==> src/rtl/dma_addr_sequencer.sv <==
// DMA transfer-side address sequencer: presents the upper/lower address bytes for
// one service cycle, steps the address and word count, and handles terminal count.
module dma_addr_sequencer #(
  parameter  int NUM_CH = 4,
  parameter  int ADDR_W = 16,
  localparam int CH_W   = $clog2(NUM_CH)
) (
  input  logic              CLK,
  input  logic              RESET,
  input  logic              progWe,
  input  logic [CH_W-1:0]   progCh,
  input  logic              progSel,
  input  logic [ADDR_W-1:0] progData,
  input  logic              xferStart,
  input  logic [CH_W-1:0]   xferCh,
  input  logic              addrDec,
  input  logic              autoInit,
  input  logic              holdAddr,
  input  logic              statusRd,
  output logic              aen,
  output logic              adstb,
  output logic [7:0]        dbOut,
  output logic              dbOe,
  output logic [7:0]        addrOut,
  output logic              addrValid,
  output logic              tc,
  output logic              done,
  output logic              busy,
  output logic [NUM_CH-1:0] maskSetReq,
  output logic [NUM_CH-1:0] tcStatus
);

  typedef enum logic [1:0] {S_IDLE, S_UPPER, S_LOWER, S_UPDATE} state_t;

  localparam logic [ADDR_W-1:0] ONE = ADDR_W'(1);

  state_t              state_q, state_d;
  logic [CH_W-1:0]     ch_q, ch_d;
  logic                dec_q, dec_d;
  logic                auto_q, auto_d;
  logic                hold_q, hold_d;
  logic                last_vld_q, last_vld_d;
  logic [CH_W-1:0]     last_ch_q, last_ch_d;
  logic [ADDR_W-1:0]   base_addr_q [NUM_CH];
  logic [ADDR_W-1:0]   base_addr_d [NUM_CH];
  logic [ADDR_W-1:0]   curr_addr_q [NUM_CH];
  logic [ADDR_W-1:0]   curr_addr_d [NUM_CH];
  logic [ADDR_W-1:0]   base_word_q [NUM_CH];
  logic [ADDR_W-1:0]   base_word_d [NUM_CH];
  logic [ADDR_W-1:0]   curr_word_q [NUM_CH];
  logic [ADDR_W-1:0]   curr_word_d [NUM_CH];
  logic [NUM_CH-1:0]   upper_vld_q, upper_vld_d;

  logic                aen_q, aen_d;
  logic                adstb_q, adstb_d;
  logic [7:0]          db_out_q, db_out_d;
  logic                db_oe_q, db_oe_d;
  logic [7:0]          addr_out_q, addr_out_d;
  logic                addr_vld_q, addr_vld_d;
  logic                tc_q, tc_d;
  logic                done_q, done_d;
  logic [NUM_CH-1:0]   mask_req_q, mask_req_d;
  logic [NUM_CH-1:0]   tc_status_q, tc_status_d;

  // Registered outputs are computed one edge ahead, so they must see a program
  // write landing on the same edge as the channel's register value.
  logic [CH_W-1:0]     tgt_ch;
  logic                prog_tgt;
  logic [ADDR_W-1:0]   addr_view;
  logic [ADDR_W-1:0]   word_view;
  logic                uv_view;
  logic [ADDR_W-1:0]   step_addr;
  logic [ADDR_W-1:0]   step_word;

  assign tgt_ch    = (state_q == S_IDLE) ? xferCh : ch_q;
  assign prog_tgt  = progWe && (progCh == tgt_ch);
  assign addr_view = (prog_tgt && !progSel) ? progData : curr_addr_q[tgt_ch];
  assign word_view = (prog_tgt && progSel)  ? progData : curr_word_q[tgt_ch];
  assign uv_view   = upper_vld_q[tgt_ch] && !prog_tgt;
  assign step_addr = hold_q ? curr_addr_q[ch_q] :
                     dec_q  ? curr_addr_q[ch_q] - ONE : curr_addr_q[ch_q] + ONE;
  assign step_word = curr_word_q[ch_q] - ONE;

  always_comb begin
    state_d     = state_q;
    ch_d        = ch_q;
    dec_d       = dec_q;
    auto_d      = auto_q;
    hold_d      = hold_q;
    last_vld_d  = last_vld_q;
    last_ch_d   = last_ch_q;
    base_addr_d = base_addr_q;
    curr_addr_d = curr_addr_q;
    base_word_d = base_word_q;
    curr_word_d = curr_word_q;
    upper_vld_d = upper_vld_q;
    aen_d       = 1'b0;
    adstb_d     = 1'b0;
    db_out_d    = '0;
    db_oe_d     = 1'b0;
    addr_out_d  = '0;
    addr_vld_d  = 1'b0;
    tc_d        = 1'b0;
    done_d      = 1'b0;
    mask_req_d  = '0;
    tc_status_d = statusRd ? '0 : tc_status_q;

    case (state_q)
      S_IDLE: begin
        if (xferStart) begin
          ch_d   = xferCh;
          dec_d  = addrDec;
          auto_d = autoInit;
          hold_d = holdAddr;
          aen_d  = 1'b1;
          if (uv_view && last_vld_q && (last_ch_q == xferCh)) begin
            state_d    = S_LOWER;
            addr_out_d = addr_view[7:0];
            addr_vld_d = 1'b1;
          end else begin
            state_d  = S_UPPER;
            db_out_d = addr_view[ADDR_W-1:8];
            db_oe_d  = 1'b1;
            adstb_d  = 1'b1;
          end
        end
      end
      S_UPPER: begin
        state_d           = S_LOWER;
        aen_d             = 1'b1;
        addr_out_d        = addr_view[7:0];
        addr_vld_d        = 1'b1;
        upper_vld_d[ch_q] = 1'b1;
      end
      S_LOWER: begin
        state_d = S_UPDATE;
        aen_d   = 1'b1;
        done_d  = 1'b1;
        tc_d    = (word_view == '0);
        if (word_view == '0) begin
          tc_status_d[ch_q] = 1'b1;
          mask_req_d[ch_q]  = !auto_q;
        end
      end
      S_UPDATE: begin
        state_d    = S_IDLE;
        last_vld_d = 1'b1;
        last_ch_d  = ch_q;
        if (tc_q && auto_q) begin
          curr_addr_d[ch_q] = base_addr_q[ch_q];
          curr_word_d[ch_q] = base_word_q[ch_q];
          upper_vld_d[ch_q] = 1'b0;
        end else begin
          curr_addr_d[ch_q] = step_addr;
          curr_word_d[ch_q] = step_word;
          if (step_addr[ADDR_W-1:8] != curr_addr_q[ch_q][ADDR_W-1:8])
            upper_vld_d[ch_q] = 1'b0;
        end
      end
      default: state_d = S_IDLE;
    endcase

    // A program write overrides any step or reload of the same register.
    if (progWe) begin
      if (!progSel) begin
        base_addr_d[progCh] = progData;
        curr_addr_d[progCh] = progData;
      end else begin
        base_word_d[progCh] = progData;
        curr_word_d[progCh] = progData;
      end
      upper_vld_d[progCh] = 1'b0;
    end
  end

  always_ff @(posedge CLK) begin
    if (RESET) begin
      state_q     <= S_IDLE;
      ch_q        <= '0;
      dec_q       <= 1'b0;
      auto_q      <= 1'b0;
      hold_q      <= 1'b0;
      last_vld_q  <= 1'b0;
      last_ch_q   <= '0;
      for (int i = 0; i < NUM_CH; i++) begin
        base_addr_q[i] <= '0;
        curr_addr_q[i] <= '0;
        base_word_q[i] <= '0;
        curr_word_q[i] <= '0;
      end
      upper_vld_q <= '0;
      aen_q       <= 1'b0;
      adstb_q     <= 1'b0;
      db_out_q    <= '0;
      db_oe_q     <= 1'b0;
      addr_out_q  <= '0;
      addr_vld_q  <= 1'b0;
      tc_q        <= 1'b0;
      done_q      <= 1'b0;
      mask_req_q  <= '0;
      tc_status_q <= '0;
    end else begin
      state_q     <= state_d;
      ch_q        <= ch_d;
      dec_q       <= dec_d;
      auto_q      <= auto_d;
      hold_q      <= hold_d;
      last_vld_q  <= last_vld_d;
      last_ch_q   <= last_ch_d;
      base_addr_q <= base_addr_d;
      curr_addr_q <= curr_addr_d;
      base_word_q <= base_word_d;
      curr_word_q <= curr_word_d;
      upper_vld_q <= upper_vld_d;
      aen_q       <= aen_d;
      adstb_q     <= adstb_d;
      db_out_q    <= db_out_d;
      db_oe_q     <= db_oe_d;
      addr_out_q  <= addr_out_d;
      addr_vld_q  <= addr_vld_d;
      tc_q        <= tc_d;
      done_q      <= done_d;
      mask_req_q  <= mask_req_d;
      tc_status_q <= tc_status_d;
    end
  end

  assign aen        = aen_q;
  assign adstb      = adstb_q;
  assign dbOut      = db_out_q;
  assign dbOe       = db_oe_q;
  assign addrOut    = addr_out_q;
  assign addrValid  = addr_vld_q;
  assign tc         = tc_q;
  assign done       = done_q;
  assign busy       = (state_q != S_IDLE);
  assign maskSetReq = mask_req_q;
  assign tcStatus   = tc_status_q;

endmodule
==> config.mk <==
export PLATFORM = sky130hd
export DESIGN_NAME = dma_addr_sequencer
export DESIGN_NICKNAME = d
export VERILOG_FILES = /design/src/rtl/dma_addr_sequencer.sv
export SDC_FILE = /design/constraint.sdc
export NUM_CORES = 1
export LEC_CHECK = 0
export ABC_CLOCK_PERIOD_IN_PS = 3710
export CORE_MARGIN = 8
export CORE_UTILIZATION = 40
export DETAILED_ROUTE_END_ITERATION = 10
export HOLD_SLACK_MARGIN = 0.06
export PLACE_DENSITY = 0.68
export SYNTH_ARGS = -nofsm -noshare
export SYNTH_HDL_FRONTEND = slang
export SYNTH_SLANG_ARGS = --single-unit
==> constraint.sdc <==
create_clock -name CLK -period 3.71 [get_ports CLK]
set_input_delay 1.113 -clock CLK [delete_from_list [all_inputs] [get_ports CLK]]
set_output_delay 1.113 -clock CLK [all_outputs]
set_load 0.1 [all_outputs]
## Yosys cells after proc, flatten, opt, wreduce, memory -nomap -nowiden

Cells that the tools add are included.
Widths: inputs -> output; s select.

- Equal/unequal tests: 7
- $add $sub $neg: 3
- Multipliers: 0
- Divide/modulo/power cells: 0
- Muxes and demuxes: 69
- Reductions and logical operators: 25
- Shifts and indexed selects: 0
- Magnitude comparators: 10
- Bitwise logic cells: 15

Operators by type and width:

| cell | number |
|---|---|
| $bwmux 64 | 8 |
| $mux 64 | 8 |
| $mux 16 | 18 |
| $bmux 16 s2 | 6 |
| $demux 16 s2 | 2 |
| $sub 16x1->16 const B | 2 |
| $mux 4 | 6 |
| $add 16x1->16 const B | 1 |
| $logic_not 16->1 | 1 |
| $mux 8 | 2 |
| $pmux 8 s2 | 1 |
| $and 4x4->4 | 3 |
| $logic_and 1x1->1 | 11 |
| $ge 3x3->1 const B | 3 |
| $lt 2x3->1 const B | 3 |
| $not 2->3 | 3 |
| $mux 1 | 8 |
| $ne 8x8->1 | 1 |
| $not 4->4 | 2 |
| $or 4x4->4 | 2 |
| $pmux 2 s4 | 1 |
| $pmux 4 s2 | 1 |
| $lt 3x1->1 const B | 2 |
| $mux 2 | 3 |
| 16 further kinds | 31 |

- Word-level logic and storage cells: 162
- Memories: 0
- ROM bits: 0
- Bits in latches: 0
- Output and inout bits: 31
- Input bits: 29
- Register bits: 299
- Bits in writable memories: 0

## Logic depth before layout (Yosys ltp)

Gate-level depths: netlist (run 1).

- Depth in word-level cells: 13
- Depth in mapped cells: 15
- Mapped depth without buffers: 11

## Worst setup path after synthesis (run 1)

OpenSTA, ideal clock, no wires.

- Path type: reg2reg
- From: reg ch_q[0]
- To: reg upper_vld_q[0]
- Required time: 3.577 ns
- Cell stages (with the launch flop): 16
- Library setup time: 0.133 ns
- Data arrival time: 3.509 ns
- Buffers on the path: 5
- Clock period less this slack: 3.642 ns
- Setup slack: 0.068 ns
- Cell sequence: dfxtp_1 buf_6 buf_6 buf_6 buf_4 mux4_2 ha_1 clkbuf_1 a21o_1 a31oi_1 or4b_1 o211ai_1 o21ai_0 a31o_1 o2111ai_1 a21oi_1

- Cells in the longest elaborated chain, start to end: 13
- Elaborated cells on any way between the ends: 22
- Those cells by class: add/sub (2); order compare (2); eq/ne (1); mux (11); bitwise (5); reduce/logical (1)

Ends and longest elaborated chain:

| item | line | RTL |
|---|---|---|
| start, declared | 38 | `logic [CH_W-1:0] ch_q, ch_d;` |
| start signal, assigned | 204 | `ch_q <= ch_d;` |
| $not 2->3 (implied by the code) | 80, 81, 156 |  |
| $bmux 16 s2 | 80, 81, 156 |  |
| $mux 16 (implied by the code) (2 in a row) | 80, 81, 156 |  |
| $add 16x1->16 / $sub 16x1->16 (equally long branches) | 81 | `dec_q ? curr_addr_q[ch_q] - ONE : curr_addr_q[ch_q] + ONE;` |
| $mux 16 | 81 |  |
| $mux 16 | 80 | `assign step_addr = hold_q ? curr_addr_q[ch_q] :` |
| $ne 8x8->1 | 156 | `if (step_addr[ADDR_W-1:8] != curr_addr_q[ch_q][ADDR_W-1:8])` |
| $mux 4 | 156 |  |
| $mux 4 | 149 | `if (tc_q && auto_q) begin` |
| $pmux 4 s2 * | 108 | `case (state_q)` |
| $and 4x4->4 (no line) | - |  |
| $mux 4 * | 164 | `if (progWe) begin` |
| end signal, assigned | 214 | `upper_vld_q <= upper_vld_d;` |
| end, declared | 52 | `logic [NUM_CH-1:0] upper_vld_q, upper_vld_d;` |

Mark *: on every way between the ends. The rest lies on a longest branch, timed or not. The select of a mux whose other input is x is not followed.
A chain may end at the register's enable or synchronous reset.

## Worst setup path in the final report (run 1)

- From: reg ch_q[0]
- To: reg upper_vld_q[2]

Same word-level chain as after synthesis.

==> run_results.csv, run 1 <==
group,metric,value,unit
routing,drtAntennaViolNets,0,
die,die_h,214,um
final_layout,drive_gt1_frac,0.137,
die,coreArea,38600,um2
clock_tree,path_clk_slew,70,ps
power_and_ir_drop,p_per_area,481,nW/um2
global_routing,grt_use_met1,0.295,
timing,max_freq,0.282,GHz
synth,synth_edf_count,0,
final_layout,utilization,0.466,
routing,drt_iter0_drc,1651,
worst_setup_path,critical_path_class,"reg -> reg",
timing,tightest_slew,1250,ps
worst_setup_path,required,4190,ps
timing,setup-violations-final,0,
routing,vias,15183,
timing,min_period,3550,ps
worst_setup_path,startpoint_type,"flip-flop",
worst_setup_path,cpPeakStageDelay,510,ps
worst_setup_path,r2r_cells,12,
final_layout,insertedDiodeCount,0,
global_routing,grt_max_degree,82,
place,placedCellCount,2441,
min_path,hold-path-cell-count,2,
worst_setup_path,crit_family,"compound AO/OA/AOI/OAI gates",
worst_setup_path,endpoint_kind,"flip-flop",
global_routing,top_usage_layer,"met2",
routing,dr.pass1.iters,8,
timing,fin_crit_sh,0.956,
clock_tree,cts_tree,"built",
clock_tree,postCtsHoldBufs,0,
clock_tree,clk_latency,590,ps
global_routing,met3_usage,0.0313,
place,pre_cts_ws,91.2,ps
clock_tree,cts_root_buf,"clkbuf_16",
synth,synthesis.area,15600,um2
place,hpwlAfterDp,35.0,mm
die,row_count,72,
worst_setup_path,crit_top_cell,"buf_4",
worst_setup_path,cp_slowest_cell,"mux4_2",
routing,wl,54.0,mm
worst_setup_path,arrival,4020,ps
synth,async_flop_share,0,
min_path,min-delay-start,"base_word_q[47]",
global_routing,grt_pass1_wl,83.5,mm
worst_setup_path,ff2ff_setup_slack,160,ps
outcome,run_status,"complete, no violations",
synth,avgSynthCellArea,8.01,um2
synth,synthCells,1950,
worst_setup_path,startpoint,"ch_q[0]",
timing,worst_slack,163,ps
global_routing,grt_pass1_vias,14703,
global_routing,track_usage,0.231,
timing,max_slew_margin,0.166,
synth,yosysTopAreaCellShare,0.383,
synth,synth_area_leader_cell,"dfxtp_1",
place,dpl-instance-area,16900,um2
min_path,min_to,"base_word_q[47]",
worst_setup_path,r2r-end,"upper_vld_q[2]",
final_layout,area_growth,15.1,%
die,io_pins,60,
place,gp_congestion,0.952,
final_layout,fin_nets,2011,
synth,ys_seq_area_frac,0.383,
clock_tree,clkSinkCount,299,
clock_tree,cts_inserted_buffers,30,
run,cap_violations,0,
global_routing,antenna_found_initial,0,
die,start_util,0.404,
synth,synth_cell_type_count,76,
timing,finalHoldViolations,0,
die,dieArea,45700,um2
final_layout,design_area,18000,um2
synth,synth_flop_cell,"dfxtp_1",
power_and_ir_drop,peakVddDrop,0.333,mV
global_routing,grtUsageMet2,0.376,
timing,fin_skew,14.4,ps
clock_tree,cts_buffer_depth,3,
synth,synth_nets,2000,
global_routing,overflow,0,
final_layout,finalNonFillerCells,2500,
routing,drc,0,
min_path,hold_path_class,"reg -> reg",
worst_setup_path,cp_num_buf_inv,2,
timing,final_max_slew_viol_count,0,
place,portBuffers,59,
synth,ys_warn_count,0,
worst_setup_path,crit_fanout,8,
routing,drt-wirelength-per-cell,21.6,um
synth,ys_top_cells_by_area,"dfxtp_1, nand2_1, a21oi_1",
worst_setup_path,cp_cell_sequence,"buf_4 -> mux4_2 -> ha_1 -> a211oi_1 -> o21bai_1 -> a2111oi_0 -> a2bb2oi_1 -> xor2_1 -> o2111a_1 -> o2111ai_1 -> buf_4 -> a21oi_1",
synth,yosys_register_bits,299,
power_and_ir_drop,power_leakage,0.00633,uW
worst_setup_path,cp.depth,12,
routing,vias_per_cell,6.07,
worst_setup_path,r2r-start,"ch_q[0]",
clock_tree,h-tree-depth,1,
die,die_x,214,um
[layout by cell type (no fill, tap or decap), types with 6 or more instances in the layout]
cell             instances
a311oi_1                52
nor4_1                  20
o21ai_1                 16
a21oi_1                254
nand3_1                 26
nor2b_1                 10
o211a_1                  6
mux2_2                  10
nor2_1                 148
ha_1                    20
a21boi_0                 6
o31a_1                  10
clkdlybuf4s50_1         27
inv_1                   19
o21ai_0                 28
o21a_1                   9
and2_1                  23
a221oi_1                 7
clkbuf_16               30
nand2_1                489
buf_4                  118
a21o_1                   9
a211oi_1                54
nor3_1                  23
xnor2_1                  9
nand2b_1                 9
clkbuf_8                 7
nor3_2                   8
mux2i_1                 14
buf_12                  11
mux4_2                  55
nand4_1                  9
dfxtp_1                297
o211ai_1                28
xor2_1                  16
clkbuf_1                 8
[per-layer routing]
metal  share of wire  vias to the layer above
met1            0.40                     7228
li1                -                     6923
met3           0.094                      200
met2            0.46                      832
met5               0                        -
met4           0.053                        0
[state kept, by name, indices dropped and copies added (netlist names), 4 cells and up]
| register | cells |
|---|---|
| addrOut | 8 |
| base_addr_q | 64 |
| base_word_q | 64 |
| curr_addr_q | 64 |
| curr_word_q | 64 |
| dbOut | 8 |
| maskSetReq | 4 |
| tcStatus | 4 |
| upper_vld_q | 4 |
[power breakdown]
group | internal (uW) | switching, uW
Sequential | 3340 | 107
Clock | 1740 | 1330
Combinational | 736 | 1400
Total | 5820 | 2830
[metrics by stage]
stage / hold WS [ps] / total power [uW] / setup TNS (ps)
after global routing: 470 / 8970 / -2.39
after floorplan: 432 / 4930 / 0
after CTS: 454 / 8610 / 0
after global placement: 439 / 5550 / 0
after detailed placement: 446 / 5580 / 0
final: 453 / 8650 / 0
[Yosys cell counts, drive strengths merged, types with 4 or more instances]
library cell and number:
a31oi 4, o31a 10, nand3b 4, a31o 6
clkbuf 137, mux4 55, and2 24, nor2b 10
o211a 6, a21o 9, mux2i 16, nor4 21
buf 42, nor3b 4, a221oi 7, o31ai 4
a211oi 55, nor3 32, nor2 153, a21oi 254
nand2b 9, xor2 16, o21a 9, nand3 27
nand4 9, a311oi 52, dfxtp 299, o21ai 44
xnor2 11, nand2 490, o211ai 28, mux2 10
ha 20, a211o 4, a21boi 6, inv 19
[kinds of logic (layout without fill, tap and decap cells)]
| family | after synthesis | count (layout) | share of synthesized area |
|---|---|---|---|
| AO/OA/AOI/OAI | 525 | 525 | 0.215 |
| flip-flops | 299 | 299 | 0.383 |
| buffers and inverters | 198 | 230 | 0.0516 |
| adder cells (fa/ha/maj) | 21 | 21 | 0.0173 |
| XOR/XNOR | 29 | 29 | 0.0185 |
| multiplexers | 81 | 81 | 0.0978 |
| AND/OR/NAND/NOR | 797 | 797 | 0.217 |
[area by class of cell]
type	instances	area, um2
multi-input cells	1453	8880
fillers	3685	20700
flip-flops and latches	299	5990
well taps	518	648
clock buffers	44	863
inverters	19	71.3
repair buffers	158	1420
clock inverters	9	115
[worst min-delay path, delay by kind of cell (launching register included)]
family | cells | cell delay (ps)
DFF | 1 | 310
and+or+nand+nor | 1 | 50
AOI/OAI and AO/OA | 1 | 50
[how the worst max path moves through the flow]
stage,end,slack (ps)
after floorplan,upper_vld_q[0],70
after global placement,upper_vld_q[1],50
after detailed placement,upper_vld_q[2],90
after CTS,upper_vld_q[2],50
after global routing,upper_vld_q[0],-2
final,upper_vld_q[2],160
[what timing repair did]
action	in CTS	in global routing
buffers inserted	0	6
resized for setup	0	1
endpoints found under the setup margin	0	35
Note: power is estimated with default switching activity, not from simulation.
==> run 2, diff against run 1 <==
--- a/config.mk
+++ b/config.mk
@@ -10,7 +10,6 @@
 export CORE_UTILIZATION = 40
 export DETAILED_ROUTE_END_ITERATION = 10
 export HOLD_SLACK_MARGIN = 0.06
-export PLACE_DENSITY = 0.68
 export SYNTH_ARGS = -nofsm -noshare
 export SYNTH_HDL_FRONTEND = slang
 export SYNTH_SLANG_ARGS = --single-unit
==> run_results.csv, run 2 (same netlist as run 1, synthesis figures left out) <==
group,metric,value,unit
outcome,run_status,"complete, no violations",
worst_setup_path,cpPeakStageDelay,520,ps
clock_tree,cts_buffer_depth,3,
routing,highest_layer,"met4",
timing,final_max_slew_viol_count,0,
routing,wl,54.5,mm
final_layout,fin_nets,2014,
clock_tree,clk_latency,540,ps
routing,drt-met1-wl,23.2,mm
routing,drt-wirelength-per-cell,21.8,um
routing,vias_per_cell,5.97,
power_and_ir_drop,peakVddDrop,0.300,mV
clock_tree,clkSinkCount,299,
timing,tightest_slew,1240,ps
final_layout,insertedDiodeCount,0,
routing,drt_iter0_drc,1396,
clock_tree,cts_tree,"built",
clock_tree,cts_inserted_buffers,34,
worst_setup_path,startpoint_type,"flip-flop",
worst_setup_path,cp_cell_sequence,"buf_12 -> mux4_2 -> ha_1 -> o211a_1 -> o31a_1 -> o41ai_1 -> xor2_1 -> xor2_1 -> o2111a_1 -> o2111ai_1 -> buf_4 -> a21oi_1",
timing,fin_crit_sh,0.954,
timing,setup-violations-final,0,
place,hpwlAfterDp,35.3,mm
die,coreArea,38600,um2
worst_setup_path,crit_fanout,7,
place,dpl-instance-area,16900,um2
global_routing,grt_pass1_vias,14308,
place,portBuffers,59,
clock_tree,postCtsHoldBufs,0,
global_routing,track_usage,0.236,
die,dieArea,45700,um2
final_layout,utilization,0.468,
worst_setup_path,crit_top_cell,"xor2_1",
die,die_h,214,um
power_and_ir_drop,totalPowerFinal,8940,uW
worst_setup_path,endpoint_kind,"flip-flop",
power_and_ir_drop,power_leakage,0.00637,uW
min_path,hold_path_class,"reg -> reg",
timing,finalHoldViolations,0,
die,io_pins,60,
timing,max_freq,0.282,GHz
die,start_util,0.404,
routing,drtAntennaViolNets,0,
routing,vias,14939,
final_layout,mostFrequentLayoutCells,"nand2_1, dfxtp_1, a21oi_1",
routing,dr.pass1.iters,5,
worst_setup_path,cp_num_buf_inv,2,
routing,route.met2.wl,24.3,mm
worst_setup_path,crit_family,"compound AO/OA/AOI/OAI gates",
final_layout,design_area,18100,um2
global_routing,overflow,0,
worst_setup_path,required,4170,ps
power_and_ir_drop,p_per_area,495,nW/um2
run,cap_violations,0,
die,row_count,72,
worst_setup_path,arrival,4000,ps
worst_setup_path,critical_path_class,"reg -> reg",
timing,rsz0062_at_grt,"no",
timing,tns,0,ps
timing,max_slew_margin,0.174,
clock_tree,h-tree-depth,2,
clock_tree,cts_root_buf,"clkbuf_16",
global_routing,antenna_found_initial,0,
final_layout,drive_gt1_frac,0.137,
worst_setup_path,cp_slowest_cell,"mux4_2",
clock_tree,path_clk_slew,60,ps
routing,met3_length,4.50,mm
global_routing,grt_max_degree,118,
die,die_x,214,um
global_routing,grt_pass1_wl,84.3,mm
place,gp_congestion,0.918,
timing,min_period,3540,ps
timing,fin_skew,24.9,ps
final_layout,final_common_cell,"nand2_1",
final_layout,area_growth,15.7,%
routing,drc,0,
run 2: area by class of cell:
cell class              instances  area (um2)
well taps                     518         648
multi-input cells            1453        8870
inverters                      19        71.3
repair buffers                157        1400
flip-flops and latches        299        5990
clock buffers                  48         943
clock inverters                10         144
fillers                      3709       20600
run 2: through the flow:
stage | instances | setup WS [ps] | hold WS [ps]
floorplan | 1950 | 68.0 | 432
global placement | 2442 | 34.6 | 439
detailed placement | 2442 | 7.58 | 442
CTS | 2504 | 209 | 450
global route | 2504 | 7.92 | 464
finish | 2504 | 169 | 450
run 2: per-layer routing:
layer / vias up / track usage
met2: 675 / 0.374
met4: 0 / 0.112
met1: 7197 / 0.314
met3: 129 / 0.0370
met5: - / 0
li1: 6938 / -
run 2: power breakdown:
part	leakage, uW	switching (uW)	internal (uW)
registers	0.00243	109	3340
clock network	0.000534	1380	1990
logic	0.00341	1380	741
total	0.00637	2870	6070
run 2: path summary, 6_finish.rpt:
| path | startpoint | to | slack [ps] | cells past startpoint |
|---|---|---|---|---|
| worst max-delay path | ch_q[0] | upper_vld_q[2] | 170 | 12 |
| worst min-delay path | base_addr_q[20] | base_addr_q[20] | 450 | 2 |
| worst max register to register | ch_q[0] | upper_vld_q[2] | 170 | 12 |
| worst min register to register | base_addr_q[20] | base_addr_q[20] | 450 | 2 |
run 2: worst min-delay path, delay by kind of cell (launching register included):
family | cells | cell delay (ps)
AO/OA/AOI/OAI | 1 | 50
AND/OR/NAND/NOR | 1 | 50
flip-flops | 1 | 300
run 2: timing repair:
item | 4_1_cts | 5_1_grt
pin swaps | 0 | 0
gates cloned | 0 | 0
setup endpoints to repair | 4 | 3
setup buffers | 4 | 0
resized for setup | 0 | 1
